<file path="src/rtl/shift_seq_pkg.sv">
// Shared constants for the shift-register sequencer: register mode codes,
// transfer op codes and the sequencer state encoding.
package shift_seq_pkg;

   localparam logic [1:0] MODE_HOLD = 2'b00;
   localparam logic [1:0] MODE_SHL  = 2'b01;
   localparam logic [1:0] MODE_SHR  = 2'b10;
   localparam logic [1:0] MODE_LOAD = 2'b11;

   localparam logic [1:0] OP_TX_MSB = 2'b00;
   localparam logic [1:0] OP_TX_LSB = 2'b01;
   localparam logic [1:0] OP_RX_MSB = 2'b10;
   localparam logic [1:0] OP_RX_LSB = 2'b11;

   typedef enum logic [1:0] {IDLE, LOAD, SHIFT, DONE} state_t;

   // Op code bit 1 selects receive, bit 0 selects LSB-first.
   function automatic logic is_rx(input logic [1:0] op);
      return op[1];
   endfunction

   function automatic logic is_lsb(input logic [1:0] op);
      return op[0];
   endfunction

endpackage

</file>
<file path="src/rtl/shift_reg_seq.sv">
// Sequencer that walks an external universal shift register through
// load/shift/hold to serialise (TX) or deserialise (RX) one word per command.
module shift_reg_seq
   import shift_seq_pkg::*;
#(
   parameter int WIDTH = 4,
   parameter int CNT_W = $clog2(WIDTH + 1)
) (
   input  logic             clk,
   input  logic             rst,
   input  logic             cmd_valid,
   output logic             cmd_ready,
   input  logic [1:0]       cmd_op,
   input  logic [WIDTH-1:0] cmd_data,
   input  logic             abort,
   input  logic             ser_in,
   output logic             ser_out,
   output logic             ser_valid,
   output logic [WIDTH-1:0] rx_data,
   output logic             done,
   output logic             busy,
   output logic [1:0]       sr_mode,
   output logic [WIDTH-1:0] sr_data_in,
   output logic             sr_shift_left,
   output logic             sr_shift_right,
   input  logic [WIDTH-1:0] sr_data_out
);

   state_t             state, state_nxt;
   logic [1:0]         op_q;
   logic [WIDTH-1:0]   data_q;
   logic [WIDTH-1:0]   rx_q;
   logic [CNT_W-1:0]   cnt;

   always_ff @(posedge clk or negedge rst) begin
      if (!rst) begin
         state  <= IDLE;
         op_q   <= '0;
         data_q <= '0;
         cnt    <= '0;
         rx_q   <= '0;
      end else begin
         state <= state_nxt;
         if (cmd_valid && cmd_ready) begin
            op_q   <= cmd_op;
            data_q <= cmd_data;
         end
         if (state == LOAD)
            cnt <= CNT_W'(WIDTH);
         else if (state == SHIFT && cnt != '0)
            cnt <= cnt - 1'b1;
         if (state == DONE && is_rx(op_q))
            rx_q <= sr_data_out;
      end
   end

   always_comb begin
      state_nxt      = state;
      cmd_ready      = 1'b0;
      sr_mode        = MODE_HOLD;
      sr_data_in     = '0;
      sr_shift_left  = 1'b0;
      sr_shift_right = 1'b0;
      ser_out        = 1'b0;
      ser_valid      = 1'b0;
      done           = 1'b0;
      rx_data        = rx_q;
      busy           = (state != IDLE);

      case (state)
         IDLE: begin
            // Reset holds state at IDLE, so gate ready with rst to keep it low.
            cmd_ready = rst;
            if (cmd_valid && rst)
               state_nxt = LOAD;
         end
         LOAD: begin
            sr_mode = MODE_LOAD;
            if (!is_rx(op_q))
               sr_data_in = data_q;
            state_nxt = abort ? IDLE : SHIFT;
         end
         SHIFT: begin
            sr_mode   = is_lsb(op_q) ? MODE_SHR : MODE_SHL;
            ser_valid = 1'b1;
            if (!is_rx(op_q))
               ser_out = is_lsb(op_q) ? sr_data_out[0] : sr_data_out[WIDTH-1];
            else if (is_lsb(op_q))
               sr_shift_right = ser_in;
            else
               sr_shift_left = ser_in;
            if (abort)
               state_nxt = IDLE;
            else if (cnt == CNT_W'(1))
               state_nxt = DONE;
         end
         DONE: begin
            done = 1'b1;
            if (is_rx(op_q))
               rx_data = sr_data_out;
            state_nxt = IDLE;
         end
         default: state_nxt = IDLE;
      endcase
   end

endmodule

</file>
<file path="config.mk">
export PLATFORM = sky130hd
export DESIGN_NAME = shift_reg_seq
export DESIGN_NICKNAME = d
export VERILOG_FILES = /design/src/rtl/shift_seq_pkg.sv /design/src/rtl/shift_reg_seq.sv
export SDC_FILE = /design/constraint.sdc
export NUM_CORES = 1
export LEC_CHECK = 0
export CORE_MARGIN = 4
export CORE_UTILIZATION = 35
export CTS_BUF_LIST = sky130_fd_sc_hd__clkbuf_16
export CTS_CLUSTER_SIZE = 10
export DETAILED_ROUTE_END_ITERATION = 8
export GPL_TIMING_DRIVEN = 0
export PLACE_DENSITY = 0.69
export SLEW_MARGIN = 0
export SYNTH_ARGS = -nofsm -noshare
export SYNTH_HDL_FRONTEND = slang
export SYNTH_SLANG_ARGS = --single-unit
</file>
<file path="constraint.sdc">
create_clock -name clk -period 2.2 [get_ports clk]
set_clock_uncertainty 0.2 [all_clocks]
set_input_delay 0.33 -clock clk [delete_from_list [all_inputs] [get_ports clk]]
set_output_delay 0.33 -clock clk [all_outputs]
set_load 0.02 [all_outputs]
</file>
### Word level (Yosys, flattened, before mapping)

Cells that the tools add are included.

* output and inout bits: 17
* logic and storage cells: 46
* latch bits: 0
* bits of input ports: 15
* bits in registers: 15
* memory bits (writable): 0
* memory bits (read-only): 0
* memories: 0

* bitwise operators: 0
* magnitude comparators: 0
* reduce and logical (&&, ||, !) cells: 9
* divide/modulo/power cells: 0
* shifts and indexed selects: 0
* $add $sub $neg: 1
* muxes and demuxes: 25
* $mul: 0
* equal/unequal tests: 6

Operators with widths (number)
* $mux W4: 4
* $mux W1: 12
* $mux W2: 5
* $pmux W2 S4: 1
* $mux W3: 2
* $eq A2 B2 Y1 const B: 2
* $logic_and A1 B1 Y1: 4
* $pmux W2 S2: 1
* $reduce_bool A2 Y1: 2
* $eq A3 B1 Y1 const B: 1
* $ne A3 B2 Y1 const B: 1
* $reduce_bool A3 Y1: 1
* $sub A3 B1 Y3 const B: 1
* $eq A2 B1 Y1 const B: 1
* $logic_not A2 Y1: 1
* $ne A2 B2 Y1 const B: 1
* $reduce_and A2 Y1: 1

### Logic depth before layout (Yosys ltp)

Gate-level depths: netlist of the first run.

* word-level depth: 4
* mapped depth: 5
* mapped depth without buffers: 5

### Worst setup path after synthesis of the first run

Ideal clock, no wire load.

* path kind: register -> output
* from: reg state[0]
* to: out ser_out
* setup slack: 0.209 ns
* stages on the path, launching flop included: 4
* arrival: 1.461 ns
* data required time: 1.670 ns
* buffers on the path: 0
* path through: dfrtp_1 inv_1 ha_1 nor3b_1

* longest elaborated chain between the ends: 2

Ends and longest elaborated chain
* start, declared: line shift_reg_seq.sv:29 `state_t state, state_nxt;`
* start signal, assigned: line shift_reg_seq.sv:43 `state <= state_nxt;`
* $eq A2 B2 Y1: line shift_reg_seq.sv:70 `case (state)`
* $mux W1: line shift_reg_seq.sv:70
* end, declared: line shift_reg_seq.sv:17 `output logic ser_out,`

Every way passes these cells.

### Worst setup path after layout of the first run

* from: reg state[0]
* to: out rx_data[3]

* longest elaborated chain between the ends: 2

Ends and longest elaborated chain
* $eq A2 B2 Y1: line shift_reg_seq.sv:70
* $mux W4: line shift_reg_seq.sv:70
* end, declared: line shift_reg_seq.sv:19 `output logic [WIDTH-1:0] rx_data,`

Every way passes these cells.

==> impl_metrics.ini, run 1 <==
[run_status]
status = finished clean

[clock_tree]
numCtsBuffers = 3
clk_latency_ns = 0.24
cts.htree.levels = 1
cts_root_buf = clkbuf_16
clk_pin_slew_ns = 0.05
clkSinkCount = 15
clockBufferDepth = 2
cts_tree = done

[pwr]
netSwitchingFraction_pct = 38.1
pwr-share-seq_pct = 27.1
combPwrFrac_pct = 54.9
pwr-share-clk_pct = 18.1
leakage_nw = 0.663
p_switching_mw = 0.727
total_power_mw = 1.91
ir_drop_mv = 0.659
power.internal_mw = 1.18
power_density_nw_per_um2 = 1410

[grt]
grt_pass1_vias = 755
antenna_found_initial = 0
grtUsageTotal_pct = 12.8
overflow = 0
grt_start_max_net_pins = 16
grt_pass1_wl_um = 3370

[sta]
worst_pin_slew_ns = 0.725
finalWorstSetupSlack_ns = 0.0852
fmax_ghz = 0.473
hold_slack_ns = 0.297
min_period_ns = 2.11
min_period_over_period_pct = 96.1
slew_violations = 0
worst_slew_margin_rel_pct = 51.5
setup_tns_ns = 0
rsz0062_at_grt = false
setup-violations-final = 0
hold_viol = 0

[yosys]
yosysUniqueCellTypes = 23
syn_inst = 79
yosysSeqAreaShare_pct = 40.4
synth_warnings = 0
yosysTopAreaCell = dfrtp_1
ys_ff_latch = 15
synthXorXnorAreaFrac_pct = 0
synthesis.nets = 104
ys.flop_type = dfrtp_1
synthMuxAreaShare_pct = 24.0
synth_top_family_by_area = multiplexers
synth-async-reset-ratio_pct = 100
synth_top_area_share_pct = 40.4
synth_compound_area_share_pct = 6.33
syn_area_per_cell_um2 = 11.8
synthAdderAreaFrac_pct = 13.5
netlist_top_cells_area = dfrtp_1 40%, ha_1 13%, mux2_2 12%, mux2_4 9.7%, and2_1 2.7%
synth_area_um2 = 930
synth_simple_gate_area_share_pct = 13.5
synth_edf_count = 0

[critical_path]
cp_data_required_time_ns = 1.67
arrival_ns = 1.58
worstSetupPathType = register to primary output
crit_path_end_kind = primary output
critPathLaunchType = register
rrSetupSlack_ns = 0.52
worstPathMaxFanout = 7

[final_layout]
final_common_cell = dfrtp_1
layout_common_cells = 15 x dfrtp_1, 14 x clkdlybuf4s50_1, 10 x mux2_2
multi_input_comb_area_um2 = 549
areaGrowthSynthToFinish_pct = 45.9
register_area_um2 = 375
design_area_um2 = 1360
drive_above_1_share_pct = 37.8
diodes = 0
final_cell_count_no_fill = 149
fin_util_pct = 54.3
fin_nets = 145
nFillCells = 216

[floorplanning]
std_cell_rows = 18
die-height_um = 59.5
ios = 32
initial_core_util_pct = 37.2
die-area_um2 = 3540
core-area_um2 = 2500
fp.dieW_um = 59.5

[routing]
drt-total-wl_um = 2030
drc = 0
wl_per_cell_um = 13.6
ant_nets = 0
drtIter0Drc = 18
routed_via_density = 4.74
drtPass1Iterations = 4
vias = 706

[place]
preCtsSetupSlack_ns = -0.563
dp_cells = 140
place_area_um2 = 1280
port_buffers = 31
hpwlAfterDp_um = 1580
gp_congestion = 0.682

[job]
cap_violations = 0

[worst_hold_path]
hp-class = register to register
-- kinds of logic (layout without fill, tap and decap cells) --
group           after synthesis  count (layout)
compound gates                9               9
buf+inv                       6              46
mux                          18              18
simple gates                 21              21
fa+ha+maj                    10              10
flops                        15              15
-- path summary, 6_finish.rpt --
check                                           from  cells past startpoint               endpoint
min in group asynchronous                        rst                      2  data_q[2]$_DFFE_PN0P_
worst min-delay path              cnt[2]$_DFFE_PN0P_                      1     cnt[2]$_DFFE_PN0P_
worst max register to register  state[1]$_DFFE_PN0P_                      5    op_q[1]$_DFFE_PN0P_
worst min register to register    cnt[2]$_DFFE_PN0P_                      1     cnt[2]$_DFFE_PN0P_
worst max-delay path            state[0]$_DFFE_PN0P_                      5             rx_data[3]
max in group asynchronous                        rst                      2    rx_q[2]$_DFFE_PN0P_
-- cells in the mapped netlist (2+ instances only) --
cell type	count
mux2i_1	2
a21oi_1	4
nor2_1	5
nand2b_1	2
nor2b_1	3
dfrtp_1	15
and2_1	4
inv_1	6
mux2_4	6
ha_1	10
mux2_2	10
-- registers in the layout, indices dropped and copies added, names as in the netlist --
signal and count:
data_q 4, rx_q 4, state 2, cnt 3, op_q 2
-- timing repair --
action                                  4_1_cts  5_1_grt
resized for setup                            40       15
endpoints found under the setup margin       16       10
hold buffers                                  1        0
buffers inserted                              4        0
hold endpoints to repair                     15        0
-- layout make-up --
class	instances	area share, %
Tap cell	30	2.77
Sequential cell	15	27.7
Clock inverter	1	0.277
Inverter	6	1.66
Clock buffer	3	5.54
Timing Repair Buffer	36	21.6
Multi-Input combinational cell	58	40.5
-- worst max-delay path: stages (launching register included) --
cell and delay (ns):
dfrtp_1 0.40, buf_4 0.15, ha_2 0.19, nand2_4 0.11, mux2_2 0.34, buf_2 0.16
-- power by group through the flow --
stage               clock network [mW]  logic [mW]  registers [mW]
finish                           0.345        1.05           0.517
floorplan                            0       0.741           0.490
CTS                              0.353        1.09           0.514
detailed placement                   0        1.12           0.521
global placement                     0        1.11           0.511
global route                     0.367        1.17           0.535
-- metal layers --
layer	up-vias	track usage, %	share of wire (%)
met5	-	0	0
met4	0	5.70	1.2
met3	2	2.40	6.7
met2	17	20.7	48
met1	338	16.4	45
li1	349	-	-
(Power assumes the default switching activity.)
==> run 2: changes to the inputs <==
--- a/config.mk
+++ b/config.mk
@@ -8,6 +8,7 @@
 export CORE_MARGIN = 4
 export CORE_UTILIZATION = 35
 export CTS_BUF_LIST = sky130_fd_sc_hd__clkbuf_16
+export CTS_CLUSTER_DIAMETER = 50
 export CTS_CLUSTER_SIZE = 10
 export DETAILED_ROUTE_END_ITERATION = 8
 export GPL_TIMING_DRIVEN = 0
==> results of run 2 <==
The final DEF is identical to that of run 1; final timing and power are the same.
